## config.mk

```make
export PLATFORM = sky130hd
export DESIGN_NAME = wb_timer_irq
export DESIGN_NICKNAME = d
export VERILOG_FILES = /design/src/rtl/wb_timer_pkg.sv /design/src/rtl/wb_timer_irq_if.sv /design/src/rtl/wb_timer_bus_if.sv /design/src/rtl/wb_timer_irq.sv
export SDC_FILE = /design/constraint.sdc
export NUM_CORES = 1
export LEC_CHECK = 0
export ABC_AREA = 1
export BUFFER_PORTS_ARGS = -buffer_cell sky130_fd_sc_hd__buf_4
export CAP_MARGIN = 20
export CORE_MARGIN = 2
export CORE_UTILIZATION = 56
export CTS_CLUSTER_SIZE = 40
export DETAILED_ROUTE_END_ITERATION = 7
export GPL_TIMING_DRIVEN = 1
export PLACE_DENSITY = 0.87
export SLEW_MARGIN = 15
export SYNTH_ARGS = -nofsm -noshare
export SYNTH_HDL_FRONTEND = slang
export SYNTH_SLANG_ARGS = --single-unit
```

## constraint.sdc

```tcl
create_clock -name wb_clk_i -period 3.2 [get_ports wb_clk_i]
set_input_delay 0.64 -clock wb_clk_i [delete_from_list [all_inputs] [get_ports wb_clk_i]]
set_output_delay 0.64 -clock wb_clk_i [all_outputs]
set_load 0.02 [all_outputs]
```

## src/rtl/wb_timer_pkg.sv

```systemverilog
// wb_timer_pkg: shared definitions for the Wishbone timer block.
// Holds the register offsets inside the 256-byte window, the CTRL bit
// indices, the bus FSM state type and a byte-lane merge helper.
// Optional feature macro used by the top: TIMER_LA_OVERRIDE_EN.
package wb_timer_pkg;

   localparam logic [7:0] OFF_CTRL     = 8'h00;
   localparam logic [7:0] OFF_PRESCALE = 8'h04;
   localparam logic [7:0] OFF_COUNT    = 8'h08;
   localparam logic [7:0] OFF_COMPARE  = 8'h0C;
   localparam logic [7:0] OFF_STATUS   = 8'h10;

   localparam int CTRL_ENABLE     = 0;
   localparam int CTRL_IRQ_EN     = 1;
   localparam int CTRL_AUTORELOAD = 2;

   typedef enum logic {
      ST_IDLE = 1'b0,
      ST_ACK  = 1'b1
   } bus_state_t;

   // Replace only the byte lanes whose select bit is set.
   function automatic logic [31:0] apply_sel(input logic [31:0] old_val,
                                             input logic [31:0] new_val,
                                             input logic [3:0]  sel);
      logic [31:0] res;
      res = old_val;
      for (int b = 0; b < 4; b++) begin
         if (sel[b]) res[8*b +: 8] = new_val[8*b +: 8];
      end
      return res;
   endfunction

endpackage

```

## src/rtl/wb_timer_irq_if.sv

```systemverilog
// wb_timer_irq_if: Wishbone slave bus bundle for the timer.
//   cyc/stb/we/sel/adr/dat_w : master -> slave request
//   ack/dat_r                : slave -> master response
interface wb_timer_irq_if;
   logic        cyc;
   logic        stb;
   logic        we;
   logic [3:0]  sel;
   logic [31:0] adr;
   logic [31:0] dat_w;
   logic        ack;
   logic [31:0] dat_r;

   modport master (output cyc, stb, we, sel, adr, dat_w, input ack, dat_r);
   modport slave  (input cyc, stb, we, sel, adr, dat_w, output ack, dat_r);
endinterface

```

## src/rtl/wb_timer_bus_if.sv

```systemverilog
// wb_timer_bus_if: address decode and two-state acknowledge FSM.
// Ports:
//   wb_clk_i, wb_rst_i : clock, synchronous active-high reset
//   bus                : Wishbone slave modport
//   o_wr_en            : one-cycle register write strobe (request cycle)
//   o_offset           : byte offset inside the window
//   o_wr_data/o_wr_sel : write data and byte enables
//   i_rd_data          : read data for o_offset, captured with the ack
module wb_timer_bus_if
   import wb_timer_pkg::*;
#(
   parameter logic [31:0] BASE_ADDR = 32'h3000_0000
) (
   input  logic        wb_clk_i,
   input  logic        wb_rst_i,
   wb_timer_irq_if.slave bus,
   output logic        o_wr_en,
   output logic [7:0]  o_offset,
   output logic [31:0] o_wr_data,
   output logic [3:0]  o_wr_sel,
   input  logic [31:0] i_rd_data
);

   bus_state_t  r_state;
   logic        r_ack;
   logic [31:0] r_dat;
   logic        w_hit;

   assign w_hit     = bus.cyc & bus.stb & (bus.adr[31:8] == BASE_ADDR[31:8]);
   assign o_offset  = bus.adr[7:0];
   assign o_wr_data = bus.dat_w;
   assign o_wr_sel  = bus.sel;
   // Writes commit on the request cycle, so they become visible together
   // with the ack. A request still held during ACK is not re-executed.
   assign o_wr_en   = w_hit & bus.we & (r_state == ST_IDLE);

   always_ff @(posedge wb_clk_i) begin
      if (wb_rst_i) begin
         r_state <= ST_IDLE;
         r_ack   <= 1'b0;
         r_dat   <= '0;
      end else begin
         case (r_state)
            ST_IDLE: begin
               if (w_hit) begin
                  r_state <= ST_ACK;
                  r_ack   <= 1'b1;
                  r_dat   <= bus.we ? 32'd0 : i_rd_data;
               end else begin
                  r_ack <= 1'b0;
                  r_dat <= '0;
               end
            end
            default: begin
               r_state <= ST_IDLE;
               r_ack   <= 1'b0;
               r_dat   <= '0;
            end
         endcase
      end
   end

   assign bus.ack   = r_ack;
   assign bus.dat_r = r_dat;

endmodule

```

## src/rtl/wb_timer_irq.sv

```systemverilog
// wb_timer_irq: Wishbone-mapped prescaled 32-bit timer with compare match
// interrupt. Registers: CTRL {autoreload, irq_en, enable}, PRESCALE,
// COUNT, COMPARE, STATUS (match, write-1-to-clear).
// Ports:
//   wb_clk_i, wb_rst_i          : clock, synchronous active-high reset
//   wbs_*                       : Wishbone slave bus
//   la_data_in, la_oenb         : logic analyzer inputs (override only)
//   irq[2:0]                    : irq[0] = match & irq_en, others 0
// Optional macro TIMER_LA_OVERRIDE_EN: la_oenb[0]==0 makes la_data_in[0]
// the enable; la_oenb[1]==0 with la_data_in[1]==1 holds prescaler and
// COUNT at zero.
module wb_timer_irq
   import wb_timer_pkg::*;
#(
   parameter logic [31:0] BASE_ADDR  = 32'h3000_0000,
   parameter int          PRESCALE_W = 16
) (
   input  logic        wb_clk_i,
   input  logic        wb_rst_i,
   input  logic        wbs_cyc_i,
   input  logic        wbs_stb_i,
   input  logic        wbs_we_i,
   input  logic [3:0]  wbs_sel_i,
   input  logic [31:0] wbs_adr_i,
   input  logic [31:0] wbs_dat_i,
   output logic        wbs_ack_o,
   output logic [31:0] wbs_dat_o,
   input  logic [63:0] la_data_in,
   input  logic [63:0] la_oenb,
   output logic [2:0]  irq
);

   // PRESCALE is kept 32 bits wide with unused bits masked to zero, which
   // keeps readback and byte-lane writes uniform for any PRESCALE_W.
   localparam logic [31:0] PRESCALE_MASK = (PRESCALE_W >= 32) ? 32'hFFFF_FFFF
                                         : ((32'd1 << PRESCALE_W) - 32'd1);
   localparam logic [31:0] CTRL_MASK = 32'h0000_0007;

   wb_timer_irq_if u_bus_if ();

   assign u_bus_if.cyc   = wbs_cyc_i;
   assign u_bus_if.stb   = wbs_stb_i;
   assign u_bus_if.we    = wbs_we_i;
   assign u_bus_if.sel   = wbs_sel_i;
   assign u_bus_if.adr   = wbs_adr_i;
   assign u_bus_if.dat_w = wbs_dat_i;
   assign wbs_ack_o      = u_bus_if.ack;
   assign wbs_dat_o      = u_bus_if.dat_r;

   logic                  w_wr_en;
   logic [7:0]            w_offset;
   logic [31:0]           w_wr_data;
   logic [3:0]            w_wr_sel;
   logic [31:0]           w_rd_data;

   wb_timer_bus_if #(.BASE_ADDR(BASE_ADDR)) u_bus (
      .wb_clk_i  (wb_clk_i),
      .wb_rst_i  (wb_rst_i),
      .bus       (u_bus_if),
      .o_wr_en   (w_wr_en),
      .o_offset  (w_offset),
      .o_wr_data (w_wr_data),
      .o_wr_sel  (w_wr_sel),
      .i_rd_data (w_rd_data)
   );

   logic [31:0]           r_ctrl;
   logic [31:0]           r_prescale;
   logic [31:0]           r_count;
   logic [31:0]           r_compare;
   logic                  r_status;
   logic [PRESCALE_W-1:0] r_pre_cnt;

   logic w_enable, w_la_clear, w_la_unused;
   logic w_tick, w_match;
   logic w_wr_ctrl, w_wr_pre, w_wr_count, w_wr_cmp, w_clr_status;

`ifdef TIMER_LA_OVERRIDE_EN
   assign w_enable    = la_oenb[0] ? r_ctrl[CTRL_ENABLE] : la_data_in[0];
   assign w_la_clear  = ~la_oenb[1] & la_data_in[1];
   assign w_la_unused = ^{la_data_in[63:2], la_oenb[63:2]};
`else
   assign w_enable    = r_ctrl[CTRL_ENABLE];
   assign w_la_clear  = 1'b0;
   assign w_la_unused = ^{la_data_in, la_oenb};
`endif

   assign w_wr_ctrl    = w_wr_en && (w_offset == OFF_CTRL);
   assign w_wr_pre     = w_wr_en && (w_offset == OFF_PRESCALE);
   assign w_wr_count   = w_wr_en && (w_offset == OFF_COUNT);
   assign w_wr_cmp     = w_wr_en && (w_offset == OFF_COMPARE);
   assign w_clr_status = w_wr_en && (w_offset == OFF_STATUS) && w_wr_sel[0] && w_wr_data[0];

   assign w_tick  = w_enable && !w_la_clear && (r_pre_cnt == r_prescale[PRESCALE_W-1:0]);
   assign w_match = w_tick && (r_count == r_compare);

   always_comb begin
      w_rd_data = '0;
      case (w_offset)
         OFF_CTRL:     w_rd_data = r_ctrl;
         OFF_PRESCALE: w_rd_data = r_prescale;
         OFF_COUNT:    w_rd_data = r_count;
         OFF_COMPARE:  w_rd_data = r_compare;
         OFF_STATUS:   w_rd_data = {31'd0, r_status};
         default:      w_rd_data = '0;
      endcase
   end

   always_ff @(posedge wb_clk_i) begin
      if (wb_rst_i) begin
         r_ctrl     <= '0;
         r_prescale <= '0;
         r_count    <= '0;
         r_compare  <= '0;
         r_status   <= 1'b0;
         r_pre_cnt  <= '0;
      end else begin
         if (w_wr_ctrl) r_ctrl <= apply_sel(r_ctrl, w_wr_data, w_wr_sel) & CTRL_MASK;
         if (w_wr_cmp)  r_compare <= apply_sel(r_compare, w_wr_data, w_wr_sel);
         if (w_wr_pre)  r_prescale <= apply_sel(r_prescale, w_wr_data, w_wr_sel) & PRESCALE_MASK;

         if (w_la_clear || w_wr_pre || w_tick) r_pre_cnt <= '0;
         else if (w_enable)                    r_pre_cnt <= r_pre_cnt + PRESCALE_W'(1);

         // Bus write beats the tick; the LA clear beats everything.
         if (w_la_clear)      r_count <= '0;
         else if (w_wr_count) r_count <= apply_sel(r_count, w_wr_data, w_wr_sel);
         else if (w_tick)     r_count <= (w_match && r_ctrl[CTRL_AUTORELOAD]) ? 32'd0
                                                                           : r_count + 32'd1;

         // A fresh match wins over a simultaneous write-1-to-clear.
         if (w_match)           r_status <= 1'b1;
         else if (w_clr_status) r_status <= 1'b0;
      end
   end

   assign irq = {2'b00, r_status & r_ctrl[CTRL_IRQ_EN]};

endmodule

```

* Word level (Yosys, flattened, before mapping)
Cells that the tools add are included.
W data, S select, Z words.
** Word-level totals
- Register bits :: 133
- Bits of input ports :: 201
- Output and inout bits :: 36
- Word-level logic and storage cells :: 74
** Cells by class
- Add/sub/neg operators :: 2
- Equal/unequal tests :: 11
- Muxes and demuxes :: 11
- Bitwise operators :: 7
- Reductions and logical operators :: 28
** Operators with widths (number)
- $pmux W32 S5 :: 1
- $mux W32 :: 3
- $add A32 B1 Y32 const B :: 1
- $eq A32 B32 Y1 :: 1
- $mux W8 :: 4
- $eq A24 B22 Y1 const B :: 1
- $reduce_and A2 Y1 :: 11
- $add A16 B1 Y16 const B :: 1
- $eq A16 B16 Y1 :: 1
- $eq A8 B4 Y1 const B :: 2
- $logic_and A1 B1 Y1 :: 10
- $eq A8 B3 Y1 const B :: 1
- $eq A8 B5 Y1 const B :: 1
- $logic_not A8 Y1 :: 1
- $ne A2 B2 Y1 const B :: 4
- $and A1 B1 Y1 :: 5
- $reduce_bool A2 Y1 :: 2
- $reduce_or A2 Y1 :: 2
- $reduce_or A4 Y1 :: 1
- $mux W1 :: 3
- $not A1 Y1 :: 2
- $logic_or A1 B1 Y1 :: 1

* Longest topological paths before layout
Gate-level depths: netlist of the first run.
- Word-level depth :: 9
- Depth in mapped cells :: 13
- Depth with buffers taken out :: 12

* Cells and area by module
From an unflattened synthesis of the first run, not the netlist that was laid out.
** Second synthesis, totals
- Cell total of the unflattened synthesis :: 1237
- Area total of the unflattened synthesis :: 8066.5 sq um
** Modules (own cells, without submodules)
- wb_timer_irq :: instances 1, cells an instance 1061, area each 6572.6 sq um, sequential area each 2001.9 sq um
- wb_timer_bus_if :: instances 1, cells an instance 176, area each 1493.9 sq um, sequential area each 660.6 sq um

* Worst setup path before layout of the first run
OpenSTA, ideal clock, no wires.
- Path kind :: input-to-reg
- From :: in wbs_adr_i[0]
- To :: reg r_count[1]
- Library setup time :: 120 ps
- Arrival time :: 1967 ps
- Data required time :: 3080 ps
- Setup slack :: 1113 ps
- Stages on the path :: 11
- Path buffers :: 1
- Cells stage by stage :: inv_1 -> nand2_1 -> nor2_1 -> inv_2 -> nor3_4 -> nand3_2 -> nand2_2 -> buf_2 -> nand3_1 -> nand2_1 -> a21oi_1
** Between the ends
- Longest elaborated chain between the ends :: 4
- Elaborated cells on any way between the ends :: 6
- Those cells by class :: eq/ne (2); mux (1); reduce/logical (3)
** Ends and longest elaborated chain
- start: declaration :: RTL line wb_timer_irq.sv:24 : input logic [31:0] wbs_adr_i,
- $eq A8 B4 Y1 * :: RTL line wb_timer_irq.sv:90 : assign w_wr_count = w_wr_en && (w_offset == OFF_COUNT);
- $logic_and A1 B1 Y1 * :: RTL line wb_timer_irq.sv:90
- $ne A2 B2 Y1 (no source line) or $reduce_bool A2 Y1 (tied branches)
- $reduce_and A2 Y1 (no source line)
- end signal: assignment :: RTL line wb_timer_irq.sv:127 : else if (w_wr_count) r_count <= apply_sel(r_count, w_wr_data, w_wr_sel);
- end signal: assignment :: RTL line wb_timer_irq.sv:128 : else if (w_tick) r_count <= (w_match && r_ctrl[CTRL_AUTORELOAD]) ? 32'd0
- end: declaration :: RTL line wb_timer_irq.sv:69 : logic [31:0] r_count;
Mark *: on every way between the ends. The rest lies on a longest branch, timed or not.
A chain may end at the register's enable or synchronous reset.

* Final worst setup path of the first run
- From :: in wbs_adr_i[5]
- To :: reg r_compare[5]
** Between the ends
- Longest elaborated chain between the ends :: 3
** Ends and longest elaborated chain
- $eq A8 B4 Y1 :: RTL line wb_timer_irq.sv:91 : assign w_wr_cmp = w_wr_en && (w_offset == OFF_COMPARE);
- $logic_and A1 B1 Y1 :: RTL line wb_timer_irq.sv:91
- $reduce_and A2 Y1 (no source line)
- end signal: assignment :: RTL line wb_timer_irq.sv:119 : if (w_wr_cmp) r_compare <= apply_sel(r_compare, w_wr_data, w_wr_sel);
- end: declaration :: RTL line wb_timer_irq.sv:70 : logic [31:0] r_compare;
No other way between the ends.

==> qor.yml, run 1 <==
drive_gt1_share_pct: 11.58
cp_top_family: "simple AND/OR/NAND/NOR gates"
avgSynthCellArea_sq_um: 6.076
core_sq_mm: 0.01335
cp.arrival_ns: 2.79
grt_pass1_wl_mm: 36.83
start_util_pct: 57.72
synth_cell_types: 35
whs_path_depth: 2
cp_slowest_cell: "inv_1"
path_cells: "buf_4 > nor3_1 > nand2_1 > nor2_1 > nand3_1 > inv_1 > nand2_1 > a21oi_1 > o21a_1"
r2r_end: "r_count[30]$_SDFFE_PP0P_"
yosys.area_share.simple_pct: 35.00
worstPathRequired_ns: 3.57
nets: 1572
cts_setup_buffers: 0
critPathLaunchType: "primary input"
fin_crit_ns: 2.416
status: "complete, no violations"
synthCells: 1268
numClockSinks: 133
critPathMaxFanout: 16
synthAdderAreaFrac_pct: 0.3248
place_hpwl_mm: 16.01
ff2ff_setup_slack_ns: 0.99
sw_frac_of_total_pct: 21.83
instances_no_fill: 1558
max_slew.worst_pin.slew_ns: 0.6419
crit_type: "primary input to flip-flop"
worstHoldEndpoint: "r_compare[25]$_SDFFE_PP0P_"
synthMuxAreaShare_pct: 0
p_int_uw: 2882
hold_violations: 0
dieArea_sq_mm: 0.01471
ys_seq_area_share_pct: 34.56
setup_tns_ns: 0
cts_made_buffers: 17
drv_cap: 0
synthArstFlopShare_pct: 0
ir_drop_uv: 364.0
track_usage_pct: 31.31
finalCritPeriodShare_pct: 75.50
yosysWarnings: 0
synth-compound-area-share_pct: 17.26
r2r_start: "r_count[0]$_SDFFE_PP0P_"
ys_ff_latch: 133
leakage_uw: 0.004157
grt_pass1_vias: 7819
synth_top_family_by_area: "simple AND/OR/NAND/NOR gates"
max_stage_delay_ns: 0.42
min_from: "wbs_dat_i[25]"
via_count: 8581
first_iter_violations: 1148
wirelength_mm: 22.36
die-width_microns: 121.3
grt_max_degree: 55
layout_setup_ws_ns: 0.7838
yosysTopAreaCellShare_pct: 34.56
viasPerCell: 5.508
antenna_cells: 0
total_power_uw: 3686
io_buffers: 106
power.switching_uw: 804.8
cp_common_cell: "nand2_1"
io_pins: 237
post_drt_wl_per_cell_microns: 14.35
fin_worst_skew_ns: 0.007657
fillerInstances: 1177
drcViolationCount: 0
netlist_top_cells_count: "364 x nand2_1, 177 x inv_1, 175 x nor2_1, 135 x a21oi_1, 133 x dfxtp_1"
synthFlopType: "dfxtp_1"
h-tree-depth: 4
drt_pass1_iterations: 6
hold_path.class: "primary input to flip-flop"
gp_congestion: 0.9426
slew_viol_final: 0
synth_area_leader_cell: "dfxtp_1"
crit_start: "wbs_adr_i[5]"
worst-path-buf-inv: 2
cts_hold_buf: 0
worst_setup_path_end_kind: "flip-flop"
antenna_found_initial: 0
p_seq_share_pct: 44.9
mappedNetlistArea_sq_mm: 0.007705
synthTopCellsByArea: "dfxtp_1 35%, nand2_1 18%, a21oi_1 8.8%"
slew_headroom_pct: 57.21
path_clk_slew_ns: 0.06
power.clock.fraction_pct: 51.1
dpl_worst_slack_ns: 0.4659
cts_tree: "done"
p_per_area_mw_per_mm2: 399.0
finalSetupViolations: 0
ant_nets: 0
grt_remaining_overflow: 0
rows: 42
area_growth_pct: 19.93
synth_most_common_cell: "nand2_1"
synth-edff-count: 0
comb_power_share_pct: 3.9
cts_root_buf: "clkbuf_16"
reg2reg_depth: 11
rsz0062_at_grt: "no"
clock_latency_ns: 0.43
synth-xor-area-share_pct: 1.705
cts_resized: 0
place_inst: 1526
die_y_microns: 121.3
fmax_mhz: 413.9
cts_buffer_depth: 2
==> power by group through the flow <==
stage / combinational [uW] / clock [uW] / sequential [uW]
6_report: 145 / 1890 / 1660
5_1_grt: 155 / 1970 / 1660
3_3_place_gp: 141 / 0 / 1690
2_1_floorplan: 42.1 / 0 / 1690
3_5_place_dp: 141 / 0 / 1690
4_1_cts: 142 / 1890 / 1660
==> worst max-delay path by stage <==
stage | slack [ns] | cells after the start | endpoint
after CTS | 0.87 | 9 | r_compare[5]$_SDFFE_PP0P_
after detailed placement | 0.47 | 9 | r_compare[0]$_SDFFE_PP0P_
after floorplan | 1.11 | 11 | r_count[1]$_SDFFE_PP0P_
final | 0.78 | 9 | r_compare[5]$_SDFFE_PP0P_
after global placement | 0.48 | 9 | r_compare[2]$_SDFFE_PP0P_
after global routing | 0.57 | 9 | r_compare[20]$_SDFFE_PP0P_
==> sequential cells by signal, summed over array words and instances (netlist names) <==
register	count
r_ctrl	3
r_prescale	16
u_bus.bus.dat_r	32
u_bus.r_state	1
r_compare	32
r_pre_cnt	16
r_count	32
r_status	1
==> metal layers <==
layer / vias up / share of wire [%] / track usage [%]
li1: 4231 / - / -
met1: 3808 / 43 / 42.60
met2: 497 / 44 / 49.37
met3: 45 / 11 / 5.874
met4: 0 / 2.3 / 11.85
met5: - / 0 / 0
==> stage by stage <==
stage	area, sq um	utilization (%)	hold WS, ns
floorplan	7709	-	0.4524
global placement	8680	65.03	0.4622
detailed placement	8680	65.03	0.4704
CTS	9240	69.23	0.4247
global route	9240	69.23	0.4315
finish	9240	69.23	0.4259
==> cell type report <==
| class | instances | area (sq um) | share of cell area, % |
|---|---|---|---|
| Multi-Input combinational cell | 914 | 4190 | 45.35 |
| Sequential cell | 133 | 2663 | 28.82 |
| Timing Repair Buffer | 125 | 938.4 | 10.16 |
| Inverter | 178 | 668.1 | 7.231 |
| Clock buffer | 22 | 454.2 | 4.915 |
| Tap cell | 176 | 220.2 | 2.383 |
| Clock inverter | 10 | 106.4 | 1.151 |
==> cell families after synthesis <==
family	count (synthesis)
fa+ha+maj	2
other cells	1
flops	133
compound gates	234
buf+inv	222
xor+xnor	15
simple gates	661
==> placed cells by master, fill, tap and decap left out, types with 3 or more instances in the layout <==
| cell | count |
|---|---|
| a21oi_1 | 135 |
| a22oi_1 | 3 |
| a31oi_1 | 5 |
| buf_4 | 125 |
| clkbuf_1 | 4 |
| clkbuf_16 | 17 |
| clkinv_2 | 6 |
| dfxtp_1 | 133 |
| inv_1 | 177 |
| nand2_1 | 364 |
| nand3_1 | 73 |
| nand4_1 | 21 |
| nor2_1 | 175 |
| nor3_1 | 13 |
| nor4_1 | 3 |
| o21a_1 | 51 |
| o21ai_0 | 26 |
| o22ai_1 | 12 |
| xor2_1 | 14 |
No activity file was read; power rests on OpenSTA's default activity.
==> run 2, diff against run 1 <==
CORE_UTILIZATION = 52   (was 56)
PLACE_DENSITY = 0.82   (was 0.87)
clock period = 2.3 ns   (was 3.2 ns; I/O delays follow)
==> run 2 against run 1 <==
Effect of this change: critical endpoint is now r_count[28]$_SDFFE_PP0P_; clock power is 43% higher; via count is 0.69% lower; sequential cell count stayed put.
==> qor.yml, run 2 (synthesis results as in run 1) <==
r2r_start: "r_count[16]$_SDFFE_PP0P_"
h-tree-depth: 4
fin_worst_skew_ns: 0.008284
die-width_microns: 125.7
status: "complete, no violations"
fmax_mhz: 457.1
io_pins: 237
ff_latch_area_sq_mm: 0.002663
cts_made_buffers: 17
setup_tns_ns: 0
critPathLaunchType: "flip-flop"
reg2reg_depth: 12
fin_crit_ns: 2.188
hold_path.class: "primary input to flip-flop"
grt_max_degree: 39
worstSetupEndpoint: "r_count[28]$_SDFFE_PP0P_"
layout_commonest_cell: "nand2_1"
antenna_cells: 0
core_sq_mm: 0.01448
cp_slowest_cell: "dfxtp_1"
grt_use_met2_pct: 45.06
p_per_area_mw_per_mm2: 549.3
worst-path-buf-inv: 2
ant_nets: 0
cts_root_buf: "clkbuf_16"
slew_viol_final: 0
leakage_uw: 0.004270
layout_common_cells: "364 x nand2_1, 177 x inv_1, 175 x nor2_1"
multiInputGateArea_sq_mm: 0.004190
max_slew.worst_pin.slew_ns: 0.5115
fillerInstances: 1300
hold_violations: 0
grt_remaining_overflow: 0
critPathMaxFanout: 32
place_hpwl_mm: 16.27
dieArea_sq_mm: 0.01581
cts_hold_buf: 0
cts_buffer_depth: 2
drive_gt1_share_pct: 12.87
die_y_microns: 125.7
drcViolationCount: 0
drt_pass1_iterations: 7
rsz0062_at_grt: "no"
worst_setup_path_end_kind: "flip-flop"
r2r_end: "r_count[28]$_SDFFE_PP0P_"
start_util_pct: 53.21
numClockSinks: 133
crit_start: "r_count[16]$_SDFFE_PP0P_"
whs_path_depth: 2
post_drt_wl_per_cell_microns: 14.36
max_stage_delay_ns: 0.45
worstPathRequired_ns: 2.61
cp.arrival_ns: 2.50
via_count: 8522
cp.depth: 12
ir_drop_uv: 533.1
gr-usage-met3_pct: 5.268
path_cells: "inv_1 > nand2_1 > nand2_1 > nor2_1 > nand2_1 > nor2_1 > nand2_1 > nor2_1 > nand3_1 > buf_12 > nand2_1 > a21oi_1"
crit_type: "flip-flop to flip-flop"
grt_pass1_vias: 7717
finalSetupViolations: 0
drv_cap: 0
clock_latency_ns: 0.43
slew_headroom_pct: 65.82
cp_common_cell: "nand2_1"
finalCritPeriodShare_pct: 95.11
cts_setup_buffers: 0
cts_resized: 0
first_iter_violations: 886
ff2ff_setup_slack_ns: 0.11
gp_congestion: 0.9698
top_usage_layer: "met2"
viasPerCell: 5.383
area_growth_pct: 22.98
whs_ns: 0.2469
antenna_found_initial: 0
grt_pass1_wl_mm: 37.05
io_buffers: 106
cp_top_family: "simple AND/OR/NAND/NOR gates"
path_clk_slew_ns: 0.06
wirelength_mm: 22.73
rows: 44
grt_use_met1_pct: 39.58
cts_tree: "done"
track_usage_pct: 28.72
nets: 1589
[run 2: cell count changes in the layout (fill, tap and decap cells not counted), sizes merged]
cell	previous run	this run
buf	125	142
clkbuf	22	18
clkinvlp	1	3
inv	178	180
[run 2: worst min-delay path by stage]
stage	startpoint	to	slack, ns
detailed placement	r_compare[25]$_SDFFE_PP0P_	u_bus.bus.dat_r[25]$_SDFF_PP0_	0.47
global placement	r_compare[17]$_SDFFE_PP0P_	u_bus.bus.dat_r[17]$_SDFF_PP0_	0.46
finish	wbs_dat_i[27]	r_compare[27]$_SDFFE_PP0P_	0.25
CTS	wbs_dat_i[27]	r_compare[27]$_SDFFE_PP0P_	0.24
global route	wbs_dat_i[18]	r_compare[18]$_SDFFE_PP0P_	0.25
floorplan	r_status$_SDFFE_PP0P_	r_status$_SDFFE_PP0P_	0.45
[run 2: routing by layer]
metal	wire length, microns	share of wire [%]
met1	10310	45
met2	9880	43
met3	1980	8.7
met4	561	2.5
met5	0	0
[run 2: layout make-up]
cell class / count / share of cell area [%]
clock inverter: 14 / 1.624
multi-input combinational: 914 / 44.22
sequential: 133 / 28.10
timing repair buffer: 142 / 12.04
inverter: 178 / 7.051
tap: 184 / 2.430
clock buffer: 18 / 4.529
[run 2: worst reg2reg max path, cell delays in order (launching register included)]
cell and delay [ns]:
dfxtp_1 0.45, inv_1 0.14, nand2_1 0.09, nand2_1 0.05
nor2_1 0.12, nand2_1 0.12, nor2_1 0.24, nand2_1 0.10
nor2_1 0.22, nand3_1 0.16, buf_12 0.21, nand2_1 0.09
a21oi_1 0.08
[run 2: power by group]
part	total, uW	switching (uW)	internal (uW)
combinational	203	107	95.8
sequential	2300	0.000000496	2300
clock	2700	1100	1600
total	5200	1200	4000
[run 2: through the flow]
stage               worst slack, ns  cell area (sq um)  total power [uW]  utilization, %  instances
floorplan                    0.3929               7709              2413               -       1269
global placement             0.1327               8892              2553           61.42       1551
detailed placement          0.06443               8892              2555           61.42       1551
CTS                          0.2057               9475              5219           65.44       1583
global route                0.02640               9475              5350           65.44       1583
finish                       0.1125               9475              5205           65.44       1583
